**config.mk**
```make
export PLATFORM = sky130hd
export DESIGN_NAME = fifo_uart_loader
export DESIGN_NICKNAME = d
export VERILOG_FILES = /design/src/rtl/fifo_uart_pkg.sv /design/src/rtl/fifo_lvl_cnt.sv /design/src/rtl/fifo_uart_loader.sv
export SDC_FILE = /design/constraint.sdc
export NUM_CORES = 1
export LEC_CHECK = 0
export BUFFER_PORTS_ARGS = -buffer_cell sky130_fd_sc_hd__buf_2
export CORE_MARGIN = 2
export CORE_UTILIZATION = 25
export DETAILED_ROUTE_END_ITERATION = 6
export GPL_ROUTABILITY_DRIVEN = 0
export PLACE_DENSITY = 0.47
export SYNTH_ARGS = -nofsm -noshare
export SYNTH_HDL_FRONTEND = slang
export SYNTH_SLANG_ARGS = --single-unit
```
**constraint.sdc**
```tcl
create_clock -name clk -period 2.1 [get_ports clk]
set_input_delay 0 -clock clk [delete_from_list [all_inputs] [get_ports clk]]
set_output_delay 0 -clock clk [all_outputs]
set_load 0.02 [all_outputs]
```
**src/rtl/fifo_uart_pkg.sv**
```systemverilog
// Shared state encoding and sizing constants for the UART-to-memory FIFO loader.
package fifo_uart_pkg;

    localparam int BYTES_PER_WORD = 4;
    localparam int LEVEL_W        = 5;

    typedef enum logic [2:0] {
        IDLE    = 3'd0,
        FILL    = 3'd1,
        RD_REQ  = 3'd2,
        RD_WAIT = 3'd3,
        MEM_WR  = 3'd4,
        FINISH  = 3'd5
    } loader_state_t;

    // A full word is ready once the FIFO holds four bytes, counting a byte
    // being written this very cycle so the read can be requested next cycle.
    function automatic logic word_available(input logic [LEVEL_W-1:0] level,
                                            input logic                inc);
        return (level >= LEVEL_W'(BYTES_PER_WORD)) ||
               (inc && (level == LEVEL_W'(BYTES_PER_WORD - 1)));
    endfunction

endpackage

```
**src/rtl/fifo_lvl_cnt.sv**
```systemverilog
// Byte-level occupancy tracker for the packing FIFO: +1 per byte written,
// -4 per packed word read.
module fifo_lvl_cnt
    import fifo_uart_pkg::*;
(
    input  logic                clk,
    input  logic                rst,
    input  logic                inc,
    input  logic                dec4,
    output logic [LEVEL_W-1:0]  level
);

    always_ff @(posedge clk or posedge rst) begin
        if (rst) begin
            level <= '0;
        end else begin
            case ({inc, dec4})
                2'b10:   level <= level + LEVEL_W'(1);
                2'b01:   level <= level - LEVEL_W'(BYTES_PER_WORD);
                2'b11:   level <= level - LEVEL_W'(BYTES_PER_WORD - 1);
                default: level <= level;
            endcase
        end
    end

endmodule

```
**src/rtl/fifo_uart_loader.sv**
```systemverilog
// Streams UART bytes through an external byte-to-word FIFO into memory.
// Define LOADER_TIMEOUT_EN to abort a load after TIMEOUT_CYC idle receive cycles.
module fifo_uart_loader
    import fifo_uart_pkg::*;
#(
    parameter int                ADDR_W      = 32,
    parameter logic [ADDR_W-1:0] BASE_ADDR   = '0,
    parameter int                TIMEOUT_CYC = 100000
) (
    input  logic              clk,
    input  logic              rst,
    input  logic              start,
    input  logic [15:0]       word_count,
    input  logic              rx_valid,
    input  logic [7:0]        rx_data,
    output logic              fifo_wr_en,
    output logic [7:0]        fifo_data_in,
    input  logic              fifo_full,
    output logic              fifo_rd_en,
    input  logic [31:0]       fifo_data_out,
    input  logic              fifo_data_out_valid,
    output logic              mem_we,
    output logic [ADDR_W-1:0] mem_addr,
    output logic [31:0]       mem_wdata,
    input  logic              mem_ready,
    output logic              busy,
    output logic              done,
    output logic              overrun_err,
    output logic              timeout_err
);

    loader_state_t      state_reg, state_next;
    logic [15:0]        remaining_reg;
    logic [ADDR_W-1:0]  mem_addr_reg;
    logic [31:0]        mem_wdata_reg;
    logic               overrun_reg;
    logic               zero_done_reg;
    logic [LEVEL_W-1:0] level;

    logic rx_window;
    logic accept;
    logic drop;
    logic start_ok;
    logic word_ready;
    logic last_word;
    logic timeout_hit;

    // Bytes are only meaningful while a load is actively collecting data.
    assign rx_window  = (state_reg != IDLE) && (state_reg != FINISH);
    assign accept     = rx_window && rx_valid && !fifo_full;
    assign drop       = rx_window && rx_valid && fifo_full;
    assign start_ok   = (state_reg == IDLE) && start;
    assign word_ready = word_available(level, accept);
    assign last_word  = (remaining_reg == 16'd1);

    assign fifo_wr_en   = accept;
    assign fifo_data_in = accept ? rx_data : 8'h00;
    assign mem_addr     = mem_addr_reg;
    assign mem_wdata    = mem_wdata_reg;
    assign overrun_err  = overrun_reg;

    fifo_lvl_cnt u_lvl_cnt (
        .clk   (clk),
        .rst   (rst),
        .inc   (accept),
        .dec4  (fifo_rd_en),
        .level (level)
    );

    always_ff @(posedge clk or posedge rst) begin
        if (rst) begin
            state_reg <= IDLE;
        end else begin
            state_reg <= state_next;
        end
    end

    always_comb begin
        state_next = state_reg;
        case (state_reg)
            IDLE: begin
                if (start && (word_count != 16'd0)) begin
                    state_next = FILL;
                end
            end
            FILL: begin
                if (timeout_hit) begin
                    state_next = IDLE;
                end else if (word_ready) begin
                    state_next = RD_REQ;
                end
            end
            RD_REQ: begin
                state_next = RD_WAIT;
            end
            RD_WAIT: begin
                if (fifo_data_out_valid) begin
                    state_next = MEM_WR;
                end
            end
            MEM_WR: begin
                if (mem_ready) begin
                    state_next = last_word ? FINISH : FILL;
                end
            end
            FINISH: begin
                state_next = IDLE;
            end
            default: begin
                state_next = IDLE;
            end
        endcase
    end

    always_comb begin
        busy       = 1'b1;
        mem_we     = 1'b0;
        fifo_rd_en = 1'b0;
        done       = zero_done_reg;
        case (state_reg)
            IDLE:    busy       = 1'b0;
            RD_REQ:  fifo_rd_en = 1'b1;
            MEM_WR:  mem_we     = 1'b1;
            FINISH:  done       = 1'b1;
            default: ;
        endcase
    end

    always_ff @(posedge clk or posedge rst) begin
        if (rst) begin
            remaining_reg <= '0;
            mem_addr_reg  <= BASE_ADDR;
            mem_wdata_reg <= '0;
            overrun_reg   <= 1'b0;
            zero_done_reg <= 1'b0;
        end else begin
            // An empty load completes without ever leaving IDLE.
            zero_done_reg <= start_ok && (word_count == 16'd0);

            if (start_ok) begin
                overrun_reg <= 1'b0;
                if (word_count != 16'd0) begin
                    remaining_reg <= word_count;
                    mem_addr_reg  <= BASE_ADDR;
                end
            end else if (drop) begin
                overrun_reg <= 1'b1;
            end

            if ((state_reg == RD_WAIT) && fifo_data_out_valid) begin
                mem_wdata_reg <= fifo_data_out;
            end

            if ((state_reg == MEM_WR) && mem_ready) begin
                mem_addr_reg  <= mem_addr_reg + ADDR_W'(BYTES_PER_WORD);
                remaining_reg <= remaining_reg - 16'd1;
            end
        end
    end

`ifdef LOADER_TIMEOUT_EN
    localparam int IDLE_W = $clog2(TIMEOUT_CYC + 1);

    logic [IDLE_W-1:0] idle_cnt_reg;
    logic              timeout_reg;

    assign timeout_hit = (state_reg == FILL) && !accept &&
                         (idle_cnt_reg == IDLE_W'(TIMEOUT_CYC - 1));
    assign timeout_err = timeout_reg;

    // Idle time is only measured while waiting for bytes in FILL.
    always_ff @(posedge clk or posedge rst) begin
        if (rst) begin
            idle_cnt_reg <= '0;
            timeout_reg  <= 1'b0;
        end else begin
            if ((state_reg != FILL) || accept) begin
                idle_cnt_reg <= '0;
            end else begin
                idle_cnt_reg <= idle_cnt_reg + IDLE_W'(1);
            end

            if (start_ok) begin
                timeout_reg <= 1'b0;
            end else if (timeout_hit) begin
                timeout_reg <= 1'b1;
            end
        end
    end
`else
    logic timeout_unused;

    assign timeout_unused = (TIMEOUT_CYC == 0);
    assign timeout_hit    = 1'b0;
    assign timeout_err    = 1'b0;
`endif

endmodule
```
==> results of run 1 <==
-- per-stage QoR --
step	setup WS [ns]	total power, mW	instances
6_report	0.0879	7.27	885
2_1_floorplan	0.0235	4.56	433
5_1_grt	0.00209	7.77	885
3_3_place_gp	0.142	5.52	818
4_1_cts	0.000458	7.35	885
3_5_place_dp	0.0776	5.57	818
-- metal layers --
metal,GRT usage (%),up-vias
met4,5.10,2
li1,-,2035
met3,3.59,18
met2,22.1,147
met1,17.0,2001
met5,0,-
-- cell usage after synthesis (all sizes together) (4+ instances only) --
master  number  area share, %
nand3       25            2.8
xor2         7            1.4
nor4        13            1.9
or3          4           0.55
a31oi        4           0.55
and2         9            1.2
buf         13            1.7
clkbuf       9           0.75
o211ai      10            1.7
or4          6            1.1
mux2        33            8.2
ha           9            2.5
nand2       40            3.3
and3         8            1.1
dfrtp       88             49
inv         11           0.91
o21ai       12            1.3
nand4       20            2.9
a21oi       13            1.4
xnor2        9            1.7
mux2i       11            2.4
nor2        20            1.7
nor3        10            1.1
-- critical path, stage by stage (launching register included) --
cell and delay, ns:
dfrtp_1 0.38, or4b_2 0.69, a41o_1 0.32, buf_4 0.19, buf_4 0.17, nand2_1 0.07
mux2i_1 0.07
-- final cells by class --
class | count | share of cell area, %
sequential | 88 | 33.6
multi-input combinational | 312 | 33.4
timing repair buffer | 229 | 23.3
tap | 229 | 4.38
clock buffer | 11 | 3.71
clock inverter | 5 | 0.860
inverter | 11 | 0.688
-- path summary, 6_finish.rpt --
path / start / end / cells past startpoint
worst max-delay path: state_reg[2] / mem_addr[23] / 6
worst min-delay path: word_count[1] / remaining_reg[1] / 3
worst max register to register: state_reg[2] / mem_addr[23] / 6
worst min register to register: u_lvl_cnt.level[4] / u_lvl_cnt.level[4] / 1
max in group asynchronous: rst / u_lvl_cnt.level[4] / 4
min in group asynchronous: rst / mem_wdata[10] / 4
-- power groups by stage --
stage | registers [mW] | clock network, mW | logic [mW]
6_report | 2.71 | 1.64 | 2.91
5_1_grt | 2.80 | 1.76 | 3.21
4_1_cts | 2.71 | 1.71 | 2.94
3_5_place_dp | 2.72 | 0 | 2.85
3_3_place_gp | 2.72 | 0 | 2.80
2_1_floorplan | 3.06 | 0 | 1.50
-- timing repair --
| item | CTS | global route |
|---|---|---|
| pin swaps | 0 | 1 |
| resized for setup | 1 | 2 |
| setup endpoints to repair | 9 | 13 |
| hold endpoints to repair | 137 | 0 |
| hold buffers | 51 | 0 |
-- cell families (layout without fill, tap and decap cells) --
kind of cell / after synthesis / after routing / synth area share, %
and+or+nand+nor: 173 / 173 / 21.3
xor gates and xnor gates: 16 / 16 / 3.09
muxes: 44 / 44 / 10.6
other: 1 / 3 / 0.0828
buffers and inverters: 33 / 256 / 3.40
adders and majority gates: 9 / 9 / 2.49
DFF: 88 / 88 / 48.6
AOI/OAI and AO/OA: 67 / 67 / 10.4
==> flow_metrics.env, run 1 <==
export IMPL_hold_path_class="input port to register"
export IMPL_synth_seq_cells=88
export IMPL_drt_iter0_drc=215
export IMPL_cellLeakagePower_nw=3.14
export IMPL_ff_latch_area_sq_um=2200
export IMPL_dpl_cell_area_sq_um=5730
export IMPL_insertion_delay_ns=0.35
export IMPL_rrSetupSlack_ns=0.09
export IMPL_highest_layer="met5"
export IMPL_slew_viol_final=0
export IMPL_cts_tree="yes"
export IMPL_numPortBuffers=138
export IMPL_synth_edff_count=0
export IMPL_vias=4203
export IMPL_yosys_most_used_dff="dfrtp_1"
export IMPL_totalWireLength_um=12800
export IMPL_power_density_nw_per_um2=1110
export IMPL_endpoint_kind="register"
export IMPL_area_growth_pct=44.6
export IMPL_clock_skew_ns=0.0103
export IMPL_period_minus_slack_ns=2.01
export IMPL_rows=49
export IMPL_worstPathRequired_ns=2.32
export IMPL_status="complete, no violations"
export IMPL_swShare_pct=37.7
export IMPL_synth_cell_types=61
export IMPL_clkTransAtPathRegs_ns=0.07
export IMPL_dr_wl_met3_um=902
export IMPL_cp_arrival_ns=2.23
export IMPL_layout_drive_gt1_share_pct=36.7
export IMPL_setup_viol=0
export IMPL_fin_nets=723
export IMPL_p_comb_share_pct=40.1
export IMPL_ant_nets=0
export IMPL_cts_setup_buffers=0
export IMPL_path_class="register to register"
export IMPL_ir_worst_vdd_mv=0.572
export IMPL_hold_slack_ns=0.0208
export IMPL_final_cell_mix="138 x buf_2, 88 x dfrtp_1, 51 x dlygate4sd3_1"
export IMPL_dieArea_sq_um=19200
export IMPL_hold_viol_final=0
export IMPL_p_seq_share_pct=37.3
export IMPL_yosysWarnings=0
export IMPL_synth_avg_cell_area_sq_um=10.5
export IMPL_p_sw_mw=2.74
export IMPL_numCtsBuffers=9
export IMPL_syn_inst=431
export IMPL_grt_max_degree=89
export IMPL_antenna_found_initial=1
export IMPL_clk_path_buf_depth=2
export IMPL_grt_overflow=0
export IMPL_ios=142
export IMPL_syn_cell_area_sq_um=4530
export IMPL_rsz0062_at_grt="false"
export IMPL_final_area_sq_um=6550
export IMPL_power_clock_fraction_pct=22.6
export IMPL_cap_violations=0
export IMPL_drc=0
export IMPL_diodes=0
export IMPL_die_y_um=139
export IMPL_final_common_cell="buf_2"
export IMPL_fin_util_pct=36.7
export IMPL_grt_pass1_vias=4143
export IMPL_drt_met1_wl_um=5630
export IMPL_setup_tns_ns=0
export IMPL_multi_input_area_sq_um=2190
export IMPL_route_met2_wl_um=6040
export IMPL_synth_seq_area_share_pct=48.6
export IMPL_fin_crit_sh_pct=95.8
export IMPL_start_util_pct=25.4
export IMPL_root_buffer="clkbuf_16"
export IMPL_dp_hpwl_um=8980
export IMPL_cp_max_fo=10
export IMPL_via_per_inst=4.75
export IMPL_p_int_mw=4.53
export IMPL_dr_pass1_iters=6
export IMPL_clock_sinks=88
export IMPL_die_w_um=139
export IMPL_fill_cells=1794
export IMPL_htree_num_levels=3
export IMPL_coreArea_sq_um=17800
export IMPL_crit_path_start_kind="register"
export IMPL_wl_per_cell_um=14.5
export IMPL_fmax_mhz=497
export IMPL_grt_first_pass_wirelength_um=21000
export IMPL_grt_usage_pct=13.5
export IMPL_largest_register_ffs=32
export IMPL_synthArstFlopShare_pct=100
No activity file was read; power rests on OpenSTA's default activity.
==> run 2: changes to the inputs <==
--- a/config.mk
+++ b/config.mk
@@ -7,10 +7,10 @@
 export LEC_CHECK = 0
 export BUFFER_PORTS_ARGS = -buffer_cell sky130_fd_sc_hd__buf_2
 export CORE_MARGIN = 2
-export CORE_UTILIZATION = 25
+export CORE_UTILIZATION = 35
 export DETAILED_ROUTE_END_ITERATION = 6
 export GPL_ROUTABILITY_DRIVEN = 0
-export PLACE_DENSITY = 0.47
+export PLACE_DENSITY = 0.61
 export SYNTH_ARGS = -nofsm -noshare
 export SYNTH_HDL_FRONTEND = slang
 export SYNTH_SLANG_ARGS = --single-unit
==> run 2 against run 1 <==
Worst hold slack got worse by 0.013 ns. Flip-flop and latch count did not move. Clock skew down 0.0037 ns. Critical path type unchanged.
==> flow_metrics.env, run 2 (same netlist as run 1, synthesis figures left out) <==
export IMPL_cpMaxStageDelayCell="or4b_2"
export IMPL_root_buffer="clkbuf_16"
export IMPL_slew_headroom_pct=49.8
export IMPL_dieArea_sq_um=13900
export IMPL_hold_viol_final=0
export IMPL_dp_hpwl_um=8640
export IMPL_start_util_pct=35.9
export IMPL_fin_crit_sh_pct=95.9
export IMPL_final_common_cell="buf_2"
export IMPL_hold_path_class="input port to register"
export IMPL_cp_max_fo=5
export IMPL_p_int_mw=4.62
export IMPL_cts_setup_buffers=0
export IMPL_die_w_um=118
export IMPL_crit_path_start_kind="register"
export IMPL_cp_arrival_ns=2.25
export IMPL_slew_viol_final=0
export IMPL_clk_path_buf_depth=2
export IMPL_largest_register_ffs=32
export IMPL_totalWireLength_um=12500
export IMPL_power_density_nw_per_um2=1140
export IMPL_power_clock_fraction_pct=23.8
export IMPL_p_sw_mw=2.74
export IMPL_antenna_found_initial=0
export IMPL_rows=41
export IMPL_grt_first_pass_wirelength_um=21200
export IMPL_hold_slack_ns=0.00779
export IMPL_grt_usage_pct=18.7
export IMPL_cap_violations=0
export IMPL_fmax_mhz=496
export IMPL_clock_sinks=88
export IMPL_fin_nets=716
export IMPL_crit_chain="or4b_2 > buf_4 > a41oi_2 > nor2_1 > a211o_1"
export IMPL_cellLeakagePower_nw=3.11
export IMPL_numPortBuffers=138
export IMPL_area_growth_pct=42.4
export IMPL_grt_overflow=0
export IMPL_p_seq_share_pct=37.0
export IMPL_grt_max_degree=36
export IMPL_stdcell_count=821
export IMPL_clkTransAtPathRegs_ns=0.06
export IMPL_vias=4168
export IMPL_worstPathRequired_ns=2.33
export IMPL_drc=0
export IMPL_dr_pass1_iters=4
export IMPL_layout_drive_gt1_share_pct=35.9
export IMPL_coreArea_sq_um=12600
export IMPL_clock_skew_ns=0.00658
export IMPL_max_stage_delay_ns=0.69
export IMPL_grt_pass1_vias=4235
export IMPL_setup_viol=0
export IMPL_ir_worst_vdd_mv=0.715
export IMPL_swShare_pct=37.2
export IMPL_p_comb_share_pct=39.3
export IMPL_via_per_inst=5.08
export IMPL_final_cell_mix="138 x buf_2, 88 x dfrtp_1, 51 x dlygate4sd3_1"
export IMPL_status="complete, no violations"
export IMPL_ios=142
export IMPL_wl_per_cell_um=15.3
export IMPL_ant_nets=0
export IMPL_dp_cells=754
export IMPL_endpoint_kind="register"
export IMPL_rsz0062_at_grt="false"
export IMPL_numCtsBuffers=9
export IMPL_die_y_um=118
export IMPL_path_class="register to register"
export IMPL_cts_tree="yes"
export IMPL_htree_num_levels=3
export IMPL_setup_tns_ns=0
export IMPL_insertion_delay_ns=0.35
export IMPL_period_minus_slack_ns=2.01
export IMPL_worst_pin_slew_ns=0.752
export IMPL_diodes=0
export IMPL_drt_iter0_drc=192
run 2: power groups by stage:
stage	clock [mW]	sequential (mW)	combinational, mW
5_1_grt	1.87	2.82	3.18
3_5_place_dp	0	2.72	2.79
4_1_cts	1.79	2.70	2.88
2_1_floorplan	0	3.06	1.50
3_3_place_gp	0	2.69	2.72
6_report	1.75	2.72	2.89
run 2: layout make-up:
| type | instances | area [sq um] |
|---|---|---|
| clock inverters | 5 | 80.1 |
| flip-flops and latches | 88 | 2200 |
| multi-input cells | 312 | 2180 |
| repair buffers | 222 | 1480 |
| fillers | 1161 | 6170 |
| well taps | 172 | 215 |
| inverters | 11 | 45.0 |
| clock buffers | 11 | 243 |
run 2: critical path, delay by kind of cell, from the launching register on:
kind / cells / cell delay (ns)
AOI/OAI and AO/OA: 2 / 0.49
DFF: 1 / 0.40
and+or+nand+nor: 2 / 0.85
buffers and inverters: 1 / 0.17
run 2: path summary, 6_finish.rpt:
check	end	depth (start not counted)	slack [ns]	from
setup / recovery	remaining_reg[13]	5	0.09	state_reg[2]
hold reg to reg	mem_addr[31]	1	0.48	mem_addr[31]
setup reg to reg	remaining_reg[13]	5	0.09	state_reg[2]
max in group asynchronous	mem_addr[10]	4	1.11	rst
hold / removal	remaining_reg[13]	4	0.008	word_count[13]
min in group asynchronous	mem_wdata[19]	3	0.36	rst
run 2: what timing repair did:
action                                 in CTS  in global routing
hold buffers                               51                  0
setup endpoints to repair                   0                 10
endpoints found under the hold margin      81                  0
resized for setup                           0                  3
run 2: per-layer routing:
metal	share of wire, %	GRT usage [%]	up-vias
li1	-	-	2018
met1	43	23.7	1988
met2	48	30.6	149
met3	7.7	5.43	13
met4	1.4	6.70	0
met5	0	0	-
run 2: through the flow:
stage	power (mW)	cell area, sq um	utilization (%)	setup slack [ns]
global placement	5.41	5610	44.4	0.0870
floorplan	4.56	4540	-	0.0235
detailed placement	5.50	5610	44.4	0.0591
finish	7.36	6450	51.1	0.0855
CTS	7.37	6440	51.0	0.0624
global route	7.86	6450	51.1	0.00194
==> run 3: changes to the inputs <==
--- a/config.mk
+++ b/config.mk
@@ -6,6 +6,7 @@
 export NUM_CORES = 1
 export LEC_CHECK = 0
 export BUFFER_PORTS_ARGS = -buffer_cell sky130_fd_sc_hd__buf_2
+export CORE_ASPECT_RATIO = 1.2
 export CORE_MARGIN = 2
 export CORE_UTILIZATION = 35
 export DETAILED_ROUTE_END_ITERATION = 6
@@ -13,4 +14,5 @@
 export PLACE_DENSITY = 0.61
 export SYNTH_ARGS = -nofsm -noshare
 export SYNTH_HDL_FRONTEND = slang
+export SYNTH_HIERARCHICAL = 1
 export SYNTH_SLANG_ARGS = --single-unit
==> run 3 against run 2 <==
Synthesized cell count fell by 0.93%. Clock skew fell by 0.0023 ns. First-iteration DRC count fell by 8.9%. Utilization fell by 1.4 points. Die area fell by 0.83%. Critical path depth rose by 1. Clock-buffer cell count did not move. Synthesized area fell by 0.88%. Via count fell by 1.1%. Power rose by 0.59%. Design area fell by 2.8%. Critical path type is now register to output pin. Largest cell class unchanged.
==> flow_metrics.env, run 3 <==
export IMPL_status="complete, no violations"
export IMPL_synth_seq_cells=88
export IMPL_endpoint_kind="output pin"
export IMPL_die_y_um=128
export IMPL_cp_arrival_ns=1.97
export IMPL_via_per_inst=5.18
export IMPL_synth_simple_gate_area_share_pct=23.0
export IMPL_critPathMostFrequentCell="buf_4"
export IMPL_root_buffer="clkbuf_16"
export IMPL_final_common_cell="buf_2"
export IMPL_htree_num_levels=3
export IMPL_grt_max_degree=52
export IMPL_setup_tns_ns=0
export IMPL_dieArea_sq_um=13700
export IMPL_synth_commonest_cells="88 x dfrtp_1, 42 x nand2_1, 38 x nand3_1, 33 x mux2_2, 27 x o21ai_0"
export IMPL_layout_drive_gt1_share_pct=35.3
export IMPL_yosysTopAreaCell="dfrtp_1"
export IMPL_final_cell_mix="138 x buf_2, 88 x dfrtp_1, 52 x dlygate4sd3_1"
export IMPL_hold_viol_final=0
export IMPL_drc=0
export IMPL_crit_path_start_kind="register"
export IMPL_dr_pass1_iters=5
export IMPL_synth_most_common_cell="dfrtp_1"
export IMPL_numPortBuffers=138
export IMPL_syn_inst=427
export IMPL_synth_top_family_by_area="simple AND/OR/NAND/NOR gates"
export IMPL_worstPathRequired_ns=2.10
export IMPL_insertion_delay_ns=0.34
export IMPL_synth_compound_area_share_pct=12.4
export IMPL_grt_first_pass_wirelength_um=19300
export IMPL_place_ws_ns=0.160
export IMPL_clock_skew_ns=0.00424
export IMPL_synth_xor_area_share_pct=1.56
export IMPL_drt_met1_wl_um=5080
export IMPL_start_util_pct=35.6
export IMPL_highest_layer="met4"
export IMPL_yosys_most_used_dff="dfrtp_1"
export IMPL_rrSetupSlack_ns=0.20
export IMPL_cts_tree="yes"
export IMPL_totalWireLength_um=11900
export IMPL_largest_register_ffs=32
export IMPL_clkTransAtPathRegs_ns=0.06
export IMPL_syn_cell_area_sq_um=4490
export IMPL_worst_pin_slew_ns=0.744
export IMPL_slew_viol_final=0
export IMPL_clock_sinks=88
export IMPL_antenna_found_initial=0
export IMPL_cpMaxStageDelayCell="dfrtp_1"
export IMPL_cts_setup_buffers=0
export IMPL_cap_violations=0
export IMPL_fill_cells=1166
export IMPL_ant_nets=0
export IMPL_synthArstFlopShare_pct=100
export IMPL_rows=45
export IMPL_power_density_nw_per_um2=1180
export IMPL_setup_viol=0
export IMPL_fin_nets=694
export IMPL_period_minus_slack_ns=1.97
export IMPL_synth_seq_area_share_pct=49.1
export IMPL_dp_hpwl_um=8160
export IMPL_cp_max_fo=13
export IMPL_vias=4123
export IMPL_coreArea_sq_um=12600
export IMPL_ios=142
export IMPL_synth_edff_count=0
export IMPL_synth_cell_types=63
export IMPL_route_met2_wl_um=5960
export IMPL_grt_overflow=0
export IMPL_crit_chain="buf_4 > xnor2_1 > a211oi_4 > buf_4 > and2_1 > buf_2"
export IMPL_yosysWarnings=6
export IMPL_area_growth_pct=39.7
export IMPL_path_class="register to output pin"
export IMPL_max_stage_delay_ns=0.43
export IMPL_clk_path_buf_depth=2
export IMPL_hold_path_class="input port to register"
export IMPL_numCtsBuffers=9
export IMPL_dr_wl_met3_um=468
export IMPL_yosysTopAreaCellShare_pct=49.1
export IMPL_wl_per_cell_um=14.9
export IMPL_grt_usage_pct=17.3
export IMPL_grt_pass1_vias=4130
export IMPL_cellLeakagePower_nw=2.98
export IMPL_die_w_um=107
export IMPL_drt_iter0_drc=175
export IMPL_fin_crit_sh_pct=93.6
export IMPL_rsz0062_at_grt="false"
export IMPL_ir_worst_vdd_mv=0.519
export IMPL_fmax_mhz=509
export IMPL_synth_mux_area_share_pct=8.50
export IMPL_slew_headroom_pct=50.3
export IMPL_synthAdderAreaFrac_pct=1.39
export IMPL_yosys_top_cells_area="dfrtp_1 49%, mux2_2 8.3%, nand3_1 4.2%"
export IMPL_synth_avg_cell_area_sq_um=10.5
export IMPL_setup_slack_ns=0.134
-- run 3: path summary, 6_finish.rpt --
check,from,to,cells past startpoint
setup / recovery,state_reg[0],fifo_data_in[1],6
hold / removal,fifo_data_out_valid,state_reg[1],4
setup reg to reg,state_reg[0],remaining_reg[9],5
hold reg to reg,mem_addr[31],mem_addr[31],1
max in group asynchronous,rst,remaining_reg[0],4
min in group asynchronous,rst,u_lvl_cnt/level[3],3
-- run 3: cell type report --
cell class,count,area [sq um],area share (%)
Antenna cell,1,2.50,0.0399
Clock buffer,11,233,3.71
Clock inverter,5,104,1.66
Inverter,13,52.6,0.838
Multi-Input combinational cell,307,2120,33.8
Sequential cell,88,2200,35.1
Tap cell,164,205,3.27
Timing Repair Buffer,207,1350,21.6
-- run 3: worst max-delay path, delay by kind of cell (launching register included) --
| family | cells | cell delay [ns] |
|---|---|---|
| simple gates | 1 | 0.13 |
| xor+xnor | 1 | 0.18 |
| buf+inv | 3 | 0.56 |
| flops | 1 | 0.43 |
| compound gates | 1 | 0.32 |
-- run 3: cell families (layout without fill, tap and decap cells) --
| logic type | Yosys count | after routing |
|---|---|---|
| compound gates | 80 | 80 |
| simple gates | 177 | 177 |
| mux | 34 | 34 |
| fa+ha+maj | 5 | 5 |
| flops | 88 | 88 |
| other cells | 1 | 4 |
| buf+inv | 34 | 236 |
| xor+xnor | 8 | 8 |
-- run 3: what timing repair did --
item	in CTS	in global routing
hold endpoints to repair	88	0
hold buffers	52	0
endpoints found under the setup margin	0	19
gates resized for setup	0	2
-- run 3: per-layer routing --
layer,up-vias,track usage [%]
met1,2003,21.4
met5,-,0
li1,1971,-
met4,0,7.24
met2,120,30.0
met3,29,2.80
-- run 3: where the power goes --
part | switching (mW) | total [mW] | leakage [nW] | internal (mW)
registers | 0.466 | 2.72 | 1.12 | 2.26
logic | 1.58 | 2.85 | 1.69 | 1.27
clock network | 0.668 | 1.83 | 0.164 | 1.17
-- run 3: metrics by stage --
stage / instances / cell area, sq um / utilization (%) / power [mW] / hold WS (ns)
2_1_floorplan: 429 / 4500 / - / 4.65 / -0.221
3_3_place_gp: 727 / 5400 / 42.8 / 5.42 / -0.0609
3_5_place_dp: 727 / 5400 / 42.8 / 5.50 / -0.0542
5_1_grt: 795 / 6270 / 49.7 / 7.86 / 0.0518
4_1_cts: 795 / 6260 / 49.6 / 7.45 / 0.0160
6_report: 796 / 6270 / 49.7 / 7.41 / 0.0385
